[src/rtl/disp_pkg.sv]
// Shared definitions for the display scan controller: FSM states,
// default timing parameters and the phase counter width.
package disp_pkg;

   localparam int unsigned CNT_W            = 19;
   localparam int unsigned DEF_PHASE_CYCLES = 120000;
   localparam int unsigned DEF_BLANK_CYCLES = 16;

   typedef enum logic [1:0] {
      IDLE  = 2'd0,
      BLANK = 2'd1,
      DRIVE = 2'd2
   } scan_state_e;

endpackage

[src/rtl/scan_timer.sv]
// Loadable phase down-counter; tc marks the final cycle of a loaded interval.
module scan_timer
   import disp_pkg::*;
(
   input  logic             clk,
   input  logic             rst,
   input  logic             clear,
   input  logic             load,
   input  logic [CNT_W-1:0] load_val,
   output logic             tc
);

   logic [CNT_W-1:0] cnt_q, cnt_d;

   // Saturates at zero so an unserviced terminal count never wraps.
   always_comb begin
      cnt_d = cnt_q;
      if (clear) begin
         cnt_d = '0;
      end else if (load) begin
         cnt_d = load_val;
      end else if (cnt_q != '0) begin
         cnt_d = cnt_q - CNT_W'(1);
      end
   end

   always_ff @(posedge clk) begin
      if (rst) begin
         cnt_q <= '0;
      end else begin
         cnt_q <= cnt_d;
      end
   end

   assign tc = (cnt_q == '0);

endmodule

[src/rtl/display_scan_ctrl.sv]
// Multiplexed 4-digit display scanner: blanks, then drives each enabled
// digit in turn for a fixed phase, with a pulse at every frame wrap.
module display_scan_ctrl
   import disp_pkg::*;
#(
   parameter int unsigned PHASE_CYCLES = DEF_PHASE_CYCLES,
   parameter int unsigned BLANK_CYCLES = DEF_BLANK_CYCLES
) (
   input  logic       clk,
   input  logic       rst,
   input  logic       en,
   input  logic [3:0] digit_mask,
   output logic [3:0] an,
   output logic [1:0] sel,
   output logic       blank,
   output logic       frame_tick
);

   localparam logic [CNT_W-1:0] PHASE_LOAD  = CNT_W'(PHASE_CYCLES - 1);
   localparam logic [CNT_W-1:0] BLANK_LOAD  = (BLANK_CYCLES == 0) ? '0 : CNT_W'(BLANK_CYCLES - 1);
   localparam scan_state_e      ENTRY_STATE = (BLANK_CYCLES == 0) ? DRIVE : BLANK;
   localparam logic [CNT_W-1:0] ENTRY_LOAD  = (BLANK_CYCLES == 0) ? PHASE_LOAD : BLANK_LOAD;

   scan_state_e      state_q, state_d;
   logic [1:0]       sel_q, sel_d;
   logic [3:0]       an_q, an_d;
   logic             blank_q, blank_d;
   logic             frame_tick_q, frame_tick_d;
   logic             tmr_clear, tmr_load, tmr_tc;
   logic [CNT_W-1:0] tmr_load_val;

   function automatic logic [1:0] lowest_set(input logic [3:0] mask);
      logic found;
      lowest_set = 2'd0;
      found      = 1'b0;
      for (int unsigned i = 0; i < 4; i++) begin
         if (mask[i] && !found) begin
            lowest_set = 2'(i);
            found      = 1'b1;
         end
      end
   endfunction

   // Step 4 lands back on cur, so the current digit wins only when it is the sole bit.
   function automatic logic [1:0] next_set(input logic [3:0] mask, input logic [1:0] cur);
      logic [1:0] idx;
      logic       found;
      next_set = cur;
      found    = 1'b0;
      for (int unsigned i = 1; i <= 4; i++) begin
         idx = cur + 2'(i);
         if (mask[idx] && !found) begin
            next_set = idx;
            found    = 1'b1;
         end
      end
   endfunction

   always_comb begin
      state_d      = state_q;
      sel_d        = sel_q;
      frame_tick_d = 1'b0;
      tmr_clear    = 1'b0;
      tmr_load     = 1'b0;
      tmr_load_val = '0;
      case (state_q)
         IDLE: begin
            tmr_clear = 1'b1;
            if (en && digit_mask != '0) begin
               sel_d        = lowest_set(digit_mask);
               state_d      = ENTRY_STATE;
               tmr_clear    = 1'b0;
               tmr_load     = 1'b1;
               tmr_load_val = ENTRY_LOAD;
            end
         end
         BLANK: begin
            if (!en) begin
               state_d   = IDLE;
               tmr_clear = 1'b1;
            end else if (tmr_tc) begin
               state_d      = DRIVE;
               tmr_load     = 1'b1;
               tmr_load_val = PHASE_LOAD;
            end
         end
         DRIVE: begin
            if (!en) begin
               state_d   = IDLE;
               tmr_clear = 1'b1;
            end else if (tmr_tc) begin
               if (digit_mask == '0) begin
                  state_d   = IDLE;
                  tmr_clear = 1'b1;
               end else begin
                  sel_d        = next_set(digit_mask, sel_q);
                  frame_tick_d = (sel_d <= sel_q);
                  state_d      = ENTRY_STATE;
                  tmr_load     = 1'b1;
                  tmr_load_val = ENTRY_LOAD;
               end
            end
         end
         default: begin
            state_d   = IDLE;
            tmr_clear = 1'b1;
         end
      endcase
      an_d    = (state_d == DRIVE) ? (4'b0001 << sel_d) : '0;
      blank_d = (an_d == '0);
   end

   always_ff @(posedge clk) begin
      if (rst) begin
         state_q      <= IDLE;
         sel_q        <= '0;
         an_q         <= '0;
         blank_q      <= 1'b1;
         frame_tick_q <= 1'b0;
      end else begin
         state_q      <= state_d;
         sel_q        <= sel_d;
         an_q         <= an_d;
         blank_q      <= blank_d;
         frame_tick_q <= frame_tick_d;
      end
   end

   scan_timer u_scan_timer (
      .clk      (clk),
      .rst      (rst),
      .clear    (tmr_clear),
      .load     (tmr_load),
      .load_val (tmr_load_val),
      .tc       (tmr_tc)
   );

   assign an         = an_q;
   assign sel        = sel_q;
   assign blank      = blank_q;
   assign frame_tick = frame_tick_q;

endmodule

[config.mk]
export PLATFORM = sky130hd
export DESIGN_NAME = display_scan_ctrl
export DESIGN_NICKNAME = d
export VERILOG_FILES = /design/src/rtl/disp_pkg.sv /design/src/rtl/scan_timer.sv /design/src/rtl/display_scan_ctrl.sv
export SDC_FILE = /design/constraint.sdc
export NUM_CORES = 1
export LEC_CHECK = 0
export CAP_MARGIN = 5
export CORE_MARGIN = 10
export CORE_UTILIZATION = 55
export CTS_CLUSTER_DIAMETER = 120
export CTS_CLUSTER_SIZE = 14
export DETAILED_ROUTE_END_ITERATION = 7
export PLACE_DENSITY = 0.76
export SETUP_SLACK_MARGIN = 0.15
export SLEW_MARGIN = 0
export SYNTH_ARGS = -nofsm -noshare
export SYNTH_HDL_FRONTEND = slang
export SYNTH_SLANG_ARGS = --single-unit
[constraint.sdc]
create_clock -name clk -period 7 [get_ports clk]
set_input_delay 2.1 -clock clk [delete_from_list [all_inputs] [get_ports clk]]
set_output_delay 2.1 -clock clk [all_outputs]
set_load 0.03 [all_outputs]
==> out/metrics.yaml, run 1 <==
die_x_um: 76.3
irDropWorstVdd_mv: 0.271
setup_violations: 0
stdcell_count: 268
slowest_stage: "nor4_1"
antenna_found_initial: 0
grt_pass1_vias: 1354
maxSlewViolCount: 0
synth_nets: 226
min_path_type: "reg2reg"
placed_area_um2: 1880
crit_required_ns: 7.17
worst_setup_path_end_kind: "flip-flop"
clock_path_buffers: 2
synth_area_um2: 1740
critical_path_cell_count: 7
drt-wirelength-per-cell_um: 13.5
power_density_nw_per_um2: 486
dieArea_um2: 5820
holdBufCountCts: 0
cp_data_arrival_time_ns: 4.99
skew_ns: 0.00538
r2r_slack_ns: 3.77
path_clk_slew_ns: 0.08
die_h_um: 76.3
stdcell_area_um2: 1930
area_delta_synth_final_pct: 11.1
grt_usage_pct: 12.7
setup_slack_ns: 2.18
clock-root-buffer: "clkbuf_4"
status: "finished, final reports clean"
grt_remaining_overflow: 0
drc: 0
insertedDiodeCount: 0
yosysMostFrequentCell: "dfxtp_1"
fillCellCount: 266
p_leak_nw: 0.734
viasPerCell: 5.68
core_um2: 3050
post_cts_buffers: 0
async_reset_ff_share_pct: 0
cts_resized: 0
worstSetupStartpointType: "primary input"
rsz0062_at_grt: "no"
relSlewSlack_pct: 38.8
routed_wl_um: 3620
cap_viol_max_count: 0
tns_ns: 0
yosys_register_bits: 29
drt_iter0_drc: 114
yosys_warnings: 0
ys_seq_area_share_pct: 33.3
cts_tree: "yes"
synth.avg_cell_area_um2: 8.22
yosys.area.top_type_share_pct: 33.3
pre_cts_ws_ns: 1.69
hold_violations: 0
critical_path.max_fanout: 9
firstDrtPassIters: 4
hold_depth: 2
cp_num_buf_inv: 1
ant_nets: 0
reg2reg_depth: 6
min_period_over_period_pct: 68.8
cp_top_family: "simple AND/OR/NAND/NOR gates"
slowest_delay_ns: 0.84
dp.cells: 260
yosys.area.top_type: "dfxtp_1"
synthTopCellsByArea: "dfxtp_1, ha_1, o21ai_0"
finalCriticalPeriod_ns: 4.82
vias: 1521
fp-row-count: 20
grt_pass1_wl_um: 6380
grt_max_degree: 15
drive_gt1_share_pct: 9.38
globalplace.congestion: 0.872
start_util_pct: 57.0
cp_cell_sequence: "clkdlybuf4s50_1 > nor4_1 > o22ai_1 > a211oi_1 > nand2b_1 > o21ba_2 > a21boi_0"
clkLatencyLatePin_ns: 0.33
ctsHtreeMaxLevel: 2
numPortBuffers: 14
clkSinkCount: 29
path_class: "in2reg"
synth_edf_count: 0
dpl.hpwl_um: 2740
num_io_pins: 15
ys.flop_type: "dfxtp_1"
cts_buffers: 5
fmax_ghz: 0.208
utilization_pct: 63.4
worstMarginPinSlew_ns: 0.910
synth_common_cells: "dfxtp_1, nor2_1, nand2_1"
synth.distinct_cells: 50
fin_nets: 237
syn_inst: 212
==> logic make-up (layout without fill, tap and decap cells) <==
group,Yosys count,after routing,share of synthesized area (%)
and+or+nand+nor,85,85,26.5
AOI/OAI and AO/OA,55,55,21.6
DFF,29,29,33.3
buffers and inverters,20,32,5.24
xor gates and xnor gates,14,14,7.04
adders and majority gates,7,7,5.03
muxes,2,2,1.29
==> layout by cell type (no fill, tap or decap), types with 2 or more instances in the layout <==
cell and instances:
clkinv_2 2, nor2b_1 4, clkdlybuf4s50_1 14, o31a_1 2, clkbuf_4 5, nor2_1 22, nand2b_1 7, o21ai_0 16
o211a_1 2, a21boi_0 3, a221oi_1 2, and2_1 2, nor3_1 8, xor2_1 6, nand2_1 19, a21oi_1 15
xnor2_1 8, ha_1 7, nor3b_2 2, inv_1 10, nor4_1 5, nand3_1 2, dfxtp_1 29, or3_1 3
mux2_2 2
==> registers in the layout, summed over array words and instances, names as in the netlist <==
register and flops:
an 4, blank 1, frame_tick 1, sel 2, state_q 2, u_scan_timer.cnt_q 19
==> metal layers <==
| layer | wire, µm | up-vias | part of all wire [%] | track usage (%) |
|---|---|---|---|---|
| met5 | 0 | - | 0 | 0 |
| met4 | 36 | 0 | 1.0 | 2.97 |
| met3 | 217 | 7 | 6.0 | 4.36 |
| met2 | 1600 | 48 | 44 | 19.0 |
| met1 | 1760 | 691 | 49 | 17.0 |
| li1 | - | 775 | - | - |
==> worst min-delay path, delay by kind of cell, from the launching register on <==
family / cells / cell delay [ns]
flops: 1 / 0.31
compound gates: 1 / 0.07
simple gates: 1 / 0.04
==> power breakdown <==
part | switching [mW] | internal, mW | total, mW
Clock | 0.0578 | 0.0381 | 0.0959
Combinational | 0.345 | 0.250 | 0.595
Sequential | 0.0400 | 0.208 | 0.248
Total | 0.443 | 0.497 | 0.939
==> final timing paths <==
path	endpoint	startpoint
worst max-delay path	u_scan_timer.cnt_q[3]$_SDFFE_PP0P_	digit_mask[1]
worst max register to register	an[0]$_SDFF_PP0_	u_scan_timer.cnt_q[2]$_SDFFE_PP0P_
worst min register to register	u_scan_timer.cnt_q[18]$_SDFFE_PP0P_	u_scan_timer.cnt_q[18]$_SDFFE_PP0P_
worst min-delay path	u_scan_timer.cnt_q[18]$_SDFFE_PP0P_	u_scan_timer.cnt_q[18]$_SDFFE_PP0P_
==> layout make-up <==
cell class / count / area (µm²) / area share [%]
timing repair buffer: 14 / 140 / 7.24
multi-input combinational: 163 / 1070 / 55.3
clock inverter: 2 / 10.0 / 0.517
sequential: 29 / 581 / 30.0
inverter: 10 / 37.5 / 1.94
tap: 44 / 55.1 / 2.85
clock buffer: 6 / 41.3 / 2.13
==> through the flow <==
| step | hold slack, ns | total power, mW |
|---|---|---|
| global placement | 0.440 | 0.826 |
| CTS | 0.460 | 0.936 |
| detailed placement | 0.447 | 0.838 |
| global route | 0.497 | 1.03 |
| floorplan | 0.428 | 0.748 |
| finish | 0.458 | 0.939 |
No activity file was read; power rests on OpenSTA's default activity.
==> inputs of run 2 (changes only) <==
- CORE_UTILIZATION: 55 -> 51
- PLACE_DENSITY: 0.76 -> 0.75
- clock period: 7 -> 4.4 ns (I/O delays scaled with it)
==> out/metrics.yaml, run 2 (same netlist as run 1, synthesis figures left out) <==
slowest_stage: "clkdlybuf4s50_1"
min_path_type: "reg2reg"
cp_num_buf_inv: 2
grtUsageMet3_pct: 4.10
worstMarginPinSlew_ns: 0.591
slowest_delay_ns: 0.61
min_period_over_period_pct: 79.5
hold_violations: 0
relSlewSlack_pct: 60.6
finalCriticalPeriod_ns: 3.50
cts_buffers: 5
grt_util_met2_pct: 20.4
r2r_slack_ns: 1.26
status: "finished, final reports clean"
path_class: "in2reg"
drive_gt1_share_pct: 10.2
ant_nets: 0
largest_register: "u_scan_timer.cnt_q"
irDropWorstVdd_mv: 0.454
grt_max_degree: 15
use_met1_pct: 15.1
largest_register_ffs: 19
viasPerCell: 5.67
worstSetupStartpointType: "primary input"
core_um2: 3310
power_density_nw_per_um2: 772
cts_resized: 0
post_cts_buffers: 0
grt_pass1_vias: 1454
path_clk_slew_ns: 0.09
cp_top_family: "simple AND/OR/NAND/NOR gates"
setup_violations: 0
holdPathEnd: "u_scan_timer.cnt_q[18]$_SDFFE_PP0P_"
timing.rr.start: "u_scan_timer.cnt_q[2]$_SDFFE_PP0P_"
crit_required_ns: 4.68
dieArea_um2: 6150
drc: 0
final_cell_mix: "dfxtp_1, nor2_1, nand2_1"
cts_tree: "yes"
clkSinkCount: 29
grt_usage_pct: 12.6
firstDrtPassIters: 4
reg2reg_depth: 6
cp_cell_sequence: "clkdlybuf4s50_1 > nor4_1 > buf_4 > nor4_2 > mux2_2 > a221oi_1 > and4_2"
die_h_um: 78.4
rsz0062_at_grt: "no"
skew_ns: 0.00667
clock_path_buffers: 2
hold_depth: 2
num_io_pins: 15
die_x_um: 78.4
globalplace.congestion: 0.850
antenna_found_initial: 0
finalPower_mw: 1.52
holdBufCountCts: 0
cp_data_arrival_time_ns: 3.78
area_delta_synth_final_pct: 12.7
insertedDiodeCount: 0
grt_pass1_wl_um: 6470
tns_ns: 0
fmax_ghz: 0.286
grt_remaining_overflow: 0
fp-row-count: 21
dpl.hpwl_um: 2810
cap_viol_max_count: 0
drt-wirelength-per-cell_um: 13.8
numPortBuffers: 14
maxSlewViolCount: 0
ctsHtreeMaxLevel: 2
worst_setup_path_end_kind: "flip-flop"
p_leak_nw: 0.749
critical_path.max_fanout: 9
final_common_cell: "dfxtp_1"
routed_wl_um: 3740
utilization_pct: 59.3
reg2reg_to: "an[0]$_SDFF_PP0_"
clock-root-buffer: "clkbuf_4"
vias: 1541
min_from: "u_scan_timer.cnt_q[18]$_SDFFE_PP0P_"
start_util_pct: 52.6
fin_nets: 240
clkLatencyLatePin_ns: 0.33
grt-busiest-layer: "met2"
drt_iter0_drc: 134
-- run 2: cell types whose count changed in the layout (fill, tap and decap cells not counted) --
cell	delta
o21ai_1	-1
o21ai_0	+1
buf_4	+3
clkinv_2	-2
clkbuf_8	+1
-- run 2: area by class of cell --
cell class	count	area [µm²]
Fill cell	330	1350
Clock buffer	7	55.1
Timing Repair Buffer	17	163
Tap cell	46	57.6
Sequential cell	29	581
Inverter	10	37.5
Multi-Input combinational cell	163	1070
-- run 2: stage by stage --
stage / hold slack (ns) / area, µm² / setup slack [ns] / cells
final: 0.453 / 1960 / 0.900 / 272
after global routing: 0.499 / 1960 / 0.680 / 272
after CTS: 0.459 / 1960 / 0.911 / 272
after detailed placement: 0.445 / 1910 / 0.566 / 265
after global placement: 0.442 / 1910 / 0.637 / 265
after floorplan: 0.428 / 1740 / 1.03 / 212
-- run 2: worst min-delay path, delay by kind of cell, from the launching register on --
family,cells,cell delay [ns]
AND/OR/NAND/NOR,1,0.04
AO/OA/AOI/OAI,1,0.07
flip-flops,1,0.31
-- run 2: where the power goes --
| group | internal, mW | switching (mW) |
|---|---|---|
| Combinational | 0.411 | 0.545 |
| Clock | 0.0752 | 0.0903 |
| Sequential | 0.332 | 0.0631 |
-- run 2: how the worst max path moves through the flow --
stage,startpoint,end,slack [ns],cells after the start
5_1_grt,digit_mask[1],an[0]$_SDFF_PP0_,0.68,7
6_report,digit_mask[1],an[0]$_SDFF_PP0_,0.90,7
4_1_cts,digit_mask[1],an[0]$_SDFF_PP0_,0.91,7
3_3_place_gp,digit_mask[1],an[0]$_SDFF_PP0_,0.64,7
3_5_place_dp,digit_mask[1],an[0]$_SDFF_PP0_,0.57,7
2_1_floorplan,digit_mask[1],u_scan_timer.cnt_q[2]$_SDFFE_PP0P_,1.03,8
-- run 2: per-layer routing --
metal / share of wire, % / wire, µm
met2: 46 / 1730
met4: 1.1 / 42
met5: 0 / 0
met1: 46 / 1710
met3: 7.0 / 262
